### src/rtl/seq_pattern_gen.sv
// seq_pattern_gen: serial MSB-first pattern generator with repeat and gap.
// Ports: clk, reset (sync, active-high), start, abort, pattern, len, reps,
//   gap in; x_out, x_valid, busy, done out. Option: SEQ_GEN_PARITY_EN
//   appends an even-parity bit after every frame.
module seq_pattern_gen #(
  parameter int PAT_W = 8,
  parameter int LEN_W = $clog2(PAT_W + 1),
  parameter int REP_W = 4,
  parameter int GAP_W = 4
) (
  input  logic             clk,
  input  logic             reset,
  input  logic             start,
  input  logic             abort,
  input  logic [PAT_W-1:0] pattern,
  input  logic [LEN_W-1:0] len,
  input  logic [REP_W-1:0] reps,
  input  logic [GAP_W-1:0] gap,
  output logic             x_out,
  output logic             x_valid,
  output logic             busy,
  output logic             done
);

  localparam int IDX_W = (PAT_W > 1) ? $clog2(PAT_W) : 1;

  typedef enum logic [1:0] {
    IDLE,
    SEND,
    GAP,
    DONE
  } state_t;

  state_t           state;
  logic [PAT_W-1:0] pat_reg;
  logic [IDX_W-1:0] idx;
  logic [IDX_W-1:0] idx_top;
  logic [REP_W-1:0] rep_cnt;
  logic [GAP_W-1:0] gap_reg;
  logic [GAP_W-1:0] gap_cnt;
  logic [LEN_W-1:0] len_c;
  logic             frame_end;

  assign len_c = (len > LEN_W'(PAT_W)) ? LEN_W'(PAT_W) : len;

`ifdef SEQ_GEN_PARITY_EN
  logic             par_ph;
  logic             par_bit;
  logic [PAT_W-1:0] mask;

  // Shifting by PAT_W yields 0, so the subtraction gives all ones.
  assign mask      = (PAT_W'(1) << len_c) - PAT_W'(1);
  assign frame_end = par_ph;
  assign x_out     = (state == SEND) &&
                     (par_ph ? par_bit : pat_reg[idx]);
`else
  assign frame_end = (idx == '0);
  assign x_out     = (state == SEND) && pat_reg[idx];
`endif

  assign x_valid = (state == SEND);
  assign busy    = (state == SEND) || (state == GAP);
  assign done    = (state == DONE);

  always_ff @(posedge clk) begin
    if (reset) begin
      state   <= IDLE;
      pat_reg <= '0;
      idx     <= '0;
      idx_top <= '0;
      rep_cnt <= '0;
      gap_reg <= '0;
      gap_cnt <= '0;
`ifdef SEQ_GEN_PARITY_EN
      par_ph  <= 1'b0;
      par_bit <= 1'b0;
`endif
    end else begin
      case (state)
        IDLE: begin
          if (start) begin
            pat_reg <= pattern;
            rep_cnt <= reps;
            gap_reg <= gap;
            idx     <= IDX_W'(len_c - LEN_W'(1));
            idx_top <= IDX_W'(len_c - LEN_W'(1));
`ifdef SEQ_GEN_PARITY_EN
            par_ph  <= 1'b0;
            par_bit <= ^(pattern & mask);
`endif
            state   <= (len_c == '0) ? DONE : SEND;
          end
        end
        SEND: begin
          if (abort) begin
            state <= IDLE;
          end else if (frame_end) begin
`ifdef SEQ_GEN_PARITY_EN
            par_ph <= 1'b0;
`endif
            if (rep_cnt == '0) begin
              state <= DONE;
            end else begin
              rep_cnt <= rep_cnt - REP_W'(1);
              if (gap_reg != '0) begin
                gap_cnt <= gap_reg;
                state   <= GAP;
              end else begin
                idx <= idx_top;
              end
            end
`ifdef SEQ_GEN_PARITY_EN
          end else if (idx == '0) begin
            par_ph <= 1'b1;
`endif
          end else begin
            idx <= idx - IDX_W'(1);
          end
        end
        GAP: begin
          if (abort) begin
            state <= IDLE;
          end else if (gap_cnt == GAP_W'(1)) begin
            idx   <= idx_top;
            state <= SEND;
          end else begin
            gap_cnt <= gap_cnt - GAP_W'(1);
          end
        end
        DONE: begin
          state <= IDLE;
        end
        default: begin
          state <= IDLE;
        end
      endcase
    end
  end

endmodule
### config.mk
export PLATFORM = sky130hd
export DESIGN_NAME = seq_pattern_gen
export DESIGN_NICKNAME = d
export VERILOG_FILES = /design/src/rtl/seq_pattern_gen.sv
export SDC_FILE = /design/constraint.sdc
export NUM_CORES = 1
export LEC_CHECK = 0
export BUFFER_PORTS_ARGS = -buffer_cell sky130_fd_sc_hd__buf_2
export CAP_MARGIN = 20
export CELL_PAD_IN_SITES_DETAIL_PLACEMENT = 1
export CELL_PAD_IN_SITES_GLOBAL_PLACEMENT = 2
export CORE_ASPECT_RATIO = 0.7
export CORE_MARGIN = 5
export CORE_UTILIZATION = 35
export CTS_CLUSTER_SIZE = 16
export DETAILED_ROUTE_END_ITERATION = 10
export PLACE_DENSITY_LB_ADDON = 0.1
export SETUP_SLACK_MARGIN = 0.2
export SLEW_MARGIN = 25
export SYNTH_ARGS = -nofsm -noshare
export SYNTH_HDL_FRONTEND = slang
export SYNTH_SLANG_ARGS = --single-unit
### constraint.sdc
create_clock -name clk -period 4.06 [get_ports clk]
set_input_delay 0.203 -clock clk [delete_from_list [all_inputs] [get_ports clk]]
set_output_delay 0.203 -clock clk [all_outputs]
set_load 0.01 [all_outputs]
==> impl_metrics.toml, run 1 <==
[run_status]
status = "complete, no violations"

[finish]
final_nets = 268
layout-drive-gt1-share_pct = 19.83
multi_input_area_um2 = 1080
seq_area_um2 = 560.5
largest_reg_flops = 8
fillers = 607
utilization_pct = 41.18
syn_to_final_growth_pct = 13.40
n_antenna_cell = 0

[power]
leakage_nw = 0.7986
p_per_area_nw_per_um2 = 608.8
peakVddDrop_v = 0.0002775
p_total_w = 0.001199

[cts]
htree_levels = 1
holdBufCountCts = 0
clkSinkCount = 28
cts_tree = "built"
cts_resized = 0
clk_pin_slew_worst_paths_ns = 0.10
clock_path_buffers = 2
clock-root-buffer = "clkbuf_8"
insertion_delay_ns = 0.28
numCtsBuffers = 3
post_cts_buffers = 0

[logic_synthesis]
synthesis.area_um2 = 1737
ys.flop_type = "dfxtp_1"
ys_seq_area_share_pct = 32.28
synth-async-reset-ratio_pct = 0
synth_top_area_cell = "dfxtp_1"
yosys-top-cells-area = "dfxtp_1 32%, ha_1 7.9%, nand2_1 7.3%"
yosys_warnings = 0
synth_common_cells = "34 x nand2_1, 28 x dfxtp_1, 20 x a21oi_1"
synth_edf_count = 0
synth.top_cell.area_share_pct = 32.28
avgSynthCellArea_um2 = 8.192
ys_types = 57
synth_fp_nets = 247
synth-seq-cells = 28
postSynthCellCount = 212
yosys.cell_count.top_type = "nand2_1"

[die]
fp-row-count = 21
start_util_pct = 36.32
io_pins = 28
die_y_um = 68.94
dieArea_um2 = 6493
core_area_um2 = 4782
die_w_um = 94.19

[route]
wl_um = 4887
vias_per_cell = 5.349
drtPass1Iterations = 4
vias = 1610
ant_nets = 0
drt_iter0_drc = 79
drc = 0
wire_per_inst_um = 16.24

[sta]
finalCritPeriodShare_pct = 57.40
fmax_mhz = 429.1
drv_slew = 0
fin_crit_ns = 2.331
tns_ns = 0
relSlewSlack_pct = 44.66
tightest_slew_ns = 0.8284
hold_viol_final = 0
rsz0062_at_grt = "no"
setup_viol = 0
fin_worst_skew_ns = 0.002165

[worst_setup_path]
crit_chain = "inv_1 > ha_1 > nor2b_1 > a32oi_2 > or4_1 > a21oi_1"
crit_fanout = 13
slowest_stage = "or4_1"
worst-endpoint-arrival_ns = 2.54
endpoint_kind = "flop"
slowest_delay_ns = 0.55
startpoint_type = "flop"
required_ns = 4.27
crit_type = "reg -> reg"

[grt]
grt_pass1_vias = 1613
track_usage_pct = 15.94
grt_antenna_before_repair = 0
grt_pass1_wl_um = 7983
grt_max_degree = 29
overflow = 0

[place]
gp_congestion = 0.7877
dp_hpwl_um = 3782
io_buffers = 27

[flow_run]
max-cap-violations = 0

[min_path]
holdCritPathClass = "in -> reg"
==> power breakdown <==
group	internal [W]	switching, W	leakage, nW
sequential	0.000341	0.0000596	0.230
combinational	0.000249	0.000368	0.540
clock	0.0000872	0.0000941	0.0288
==> worst paths after layout <==
check | start | end | slack [ns] | cells past startpoint
max | state[1] | rep_cnt[0] | 1.73 | 6
min | gap[0] | gap_reg[0] | 0.15 | 3
max reg2reg | state[1] | rep_cnt[0] | 1.73 | 6
min reg2reg | pat_reg[2] | pat_reg[2] | 0.47 | 2
==> layer usage <==
metal / vias to the layer above / wire length, µm / GRT usage [%]
met5: - / 0 / 0
met4: 0 / 21 / 2.523
met3: 4 / 196 / 4.230
met2: 28 / 2201 / 26.68
met1: 781 / 2468 / 21.13
li1: 797 / - / -
==> kinds of logic (layout without fill, tap and decap cells) <==
logic type      Yosys count  in the layout  synth area share, %
compound gates           61             61                25.43
xor+xnor                  1              1               0.5044
fa+ha+maj                11             11                7.925
buf+inv                  25             45                5.547
flops                    28             28                32.28
mux                       7              7                5.619
simple gates             79             79                22.70
==> stage by stage <==
step | hold WS, ns | setup WS [ns] | cells | cell area, µm²
2_1_floorplan | 0.3390 | 2.179 | 212 | 1737
3_3_place_gp | 0.4404 | 1.968 | 297 | 1914
3_5_place_dp | 0.4553 | 1.767 | 297 | 1914
4_1_cts | 0.1439 | 1.758 | 301 | 1969
5_1_grt | 0.1393 | 1.575 | 301 | 1969
6_report | 0.1482 | 1.729 | 301 | 1969
==> cells in the final DEF, fill, tap and decap left out, types with 4 or more instances in the layout <==
cell,instances
a21oi_1,20
buf_2,27
clkbuf_8,4
dfxtp_1,28
ha_1,11
inv_1,13
nand2_1,34
nor2_1,16
nor2b_1,4
nor3b_1,4
o21ai_0,5
==> worst max-delay path, delay by kind of cell (launching register included) <==
kind | cells | cell delay (ns)
adder cells (fa/ha/maj) | 1 | 0.44
AO/OA/AOI/OAI | 2 | 0.40
AND/OR/NAND/NOR | 2 | 0.95
buffers and inverters | 1 | 0.11
flip-flops | 1 | 0.36
==> cell type report <==
type | count | share of cell area [%]
multi-input combinational | 159 | 54.83
sequential | 28 | 28.46
timing repair buffer | 27 | 6.862
tap | 69 | 4.384
clock buffer | 4 | 2.795
inverter | 14 | 2.668
Note: power is estimated with default switching activity, not from simulation.
==> run 2: changes to the inputs <==
CORE_UTILIZATION = 33   (was 35)
clock period = 2.31 ns   (was 4.06 ns; I/O delays follow)
==> impl_metrics.toml, run 2 (synthesis results as in run 1) <==
[finish]
final_nets = 274
final_common_cell = "nand2_1"
layout-drive-gt1-share_pct = 24.79
mostFrequentLayoutCells = "34 x nand2_1, 27 x dfxtp_1, 27 x buf_2, 20 x a21oi_1, 16 x nor2_1"
stdcell_area_um2 = 2068
syn_to_final_growth_pct = 19.09
utilization_pct = 39.97
n_antenna_cell = 0
multi_input_area_um2 = 1112
seq_area_um2 = 561.8
fin_cells = 310
largest_reg_flops = 8
fillers = 660

[place]
gp_congestion = 0.8269
placed_area_um2 = 1948
dp_worst_setup_slack_ns = 0.1995
io_buffers = 27
dpl.cell_count = 304
dp_hpwl_um = 3908

[cts]
insertion_delay_ns = 0.29
htree_levels = 1
numCtsBuffers = 3
clock-root-buffer = "clkbuf_8"
clk_pin_slew_worst_paths_ns = 0.11
clock_path_buffers = 2
clkSinkCount = 28
cts_tree = "built"

[die]
dieArea_um2 = 6837
core_area_um2 = 5175
fp-row-count = 22
die_y_um = 70.70
io_pins = 28
start_util_pct = 33.56
die_w_um = 96.71

[grt]
grt_pass1_vias = 1679
grt-busiest-layer = "met2"
grt_use_met2_pct = 23.39
track_usage_pct = 15.18
grt_pass1_wl_um = 8556
grt_max_degree = 28
overflow = 0
gr-usage-met1_pct = 22.13
use_met3_pct = 3.153
grt_antenna_before_repair = 0

[power]
p_per_area_nw_per_um2 = 1114
leakage_nw = 0.8403
peakVddDrop_v = 0.0004190

[sta]
hold_viol_final = 0
timing.final.ws_setup_ns = 0.3095
finalCritPeriodShare_pct = 86.60
fin_worst_skew_ns = 0.01207
rsz0062_at_grt = "no"
setup_viol = 0
tns_ns = 0
drv_slew = 0
fmax_mhz = 499.9
tightest_slew_ns = 0.6394
fin_crit_ns = 2.000
relSlewSlack_pct = 57.37

[min_path]
holdCritPathClass = "in -> reg"

[worst_setup_path]
endpoint_kind = "flop"
worst-endpoint-arrival_ns = 2.19
crit_fanout = 4
crit_type = "reg -> reg"
slowest_delay_ns = 0.45
required_ns = 2.50
crit_chain = "inv_1 > ha_1 > or3b_4 > a2111oi_4 > buf_4 > o2111ai_1 > o32ai_1"
critical_path.top_delay_family = "compound AO/OA/AOI/OAI gates"
startpoint_type = "flop"
crit_buf_inv = 2
r2r_slack_ns = 0.31
slowest_stage = "a2111oi_4"

[flow_run]
max-cap-violations = 0

[route]
vias_per_cell = 5.284
drtPass1Iterations = 4
wire_per_inst_um = 16.54
wl_um = 5126
ant_nets = 0
vias = 1638
drt_iter0_drc = 35
drc = 0

[run_status]
status = "complete, no violations"
==> run 2: cell types whose count changed in the layout (fill, tap and decap cells not counted), sizes merged <==
cell	change
buf	+6
bufinv	+1
clkbuf	-1
==> run 2: area by class of cell <==
cell class              instances  area share [%]
clock inverters                 1           1.452
multi-input cells             159           53.78
flip-flops and latches         28           27.16
clock buffers                   3           1.996
well taps                      72           4.356
repair buffers                 33           8.711
inverters                      14           2.541
==> run 2: per-stage QoR <==
step,hold slack (ns),total power (W)
final,0.05628,0.002304
after global routing,0.04270,0.002492
after CTS,0.04687,0.002242
after detailed placement,0.3666,0.001822
after global placement,0.3564,0.001774
after floorplan,0.2515,0.001506
==> run 2: power by group <==
| part | leakage [nW] | switching, W | internal [W] | total, W |
|---|---|---|---|---|
| clock | 0.0357 | 0.000167 | 0.000232 | 0.000400 |
| sequential | 0.230 | 0.000107 | 0.000600 | 0.000707 |
| combinational | 0.574 | 0.000684 | 0.000513 | 0.00120 |
==> run 2: routing by layer <==
layer,wire length [µm],part of all wire [%],up-vias
met5,0,0,-
met4,53,1.0,0
met3,138,2.7,8
met2,2231,44,25
met1,2703,53,792
li1,-,-,813
==> run 2: worst min-delay path: stages <==
cell	delay, ns
buf_2	0.10
nand2_1	0.05
a21oi_1	0.05
==> run 2: final timing paths <==
path | start | end | depth (start not counted)
setup / recovery | gap_cnt[1] | idx[2] | 7
hold / removal | pattern[3] | pat_reg[3] | 3
setup reg to reg | gap_cnt[1] | idx[2] | 7
hold reg to reg | pat_reg[7] | pat_reg[7] | 2
==> run 2: what timing repair did <==
action	4_1_cts	5_1_grt
hold buffers	0	0
gates resized for setup	2	8
setup buffers	0	2
pin swaps	1	1
setup endpoints to repair	3	6
gates cloned	0	0
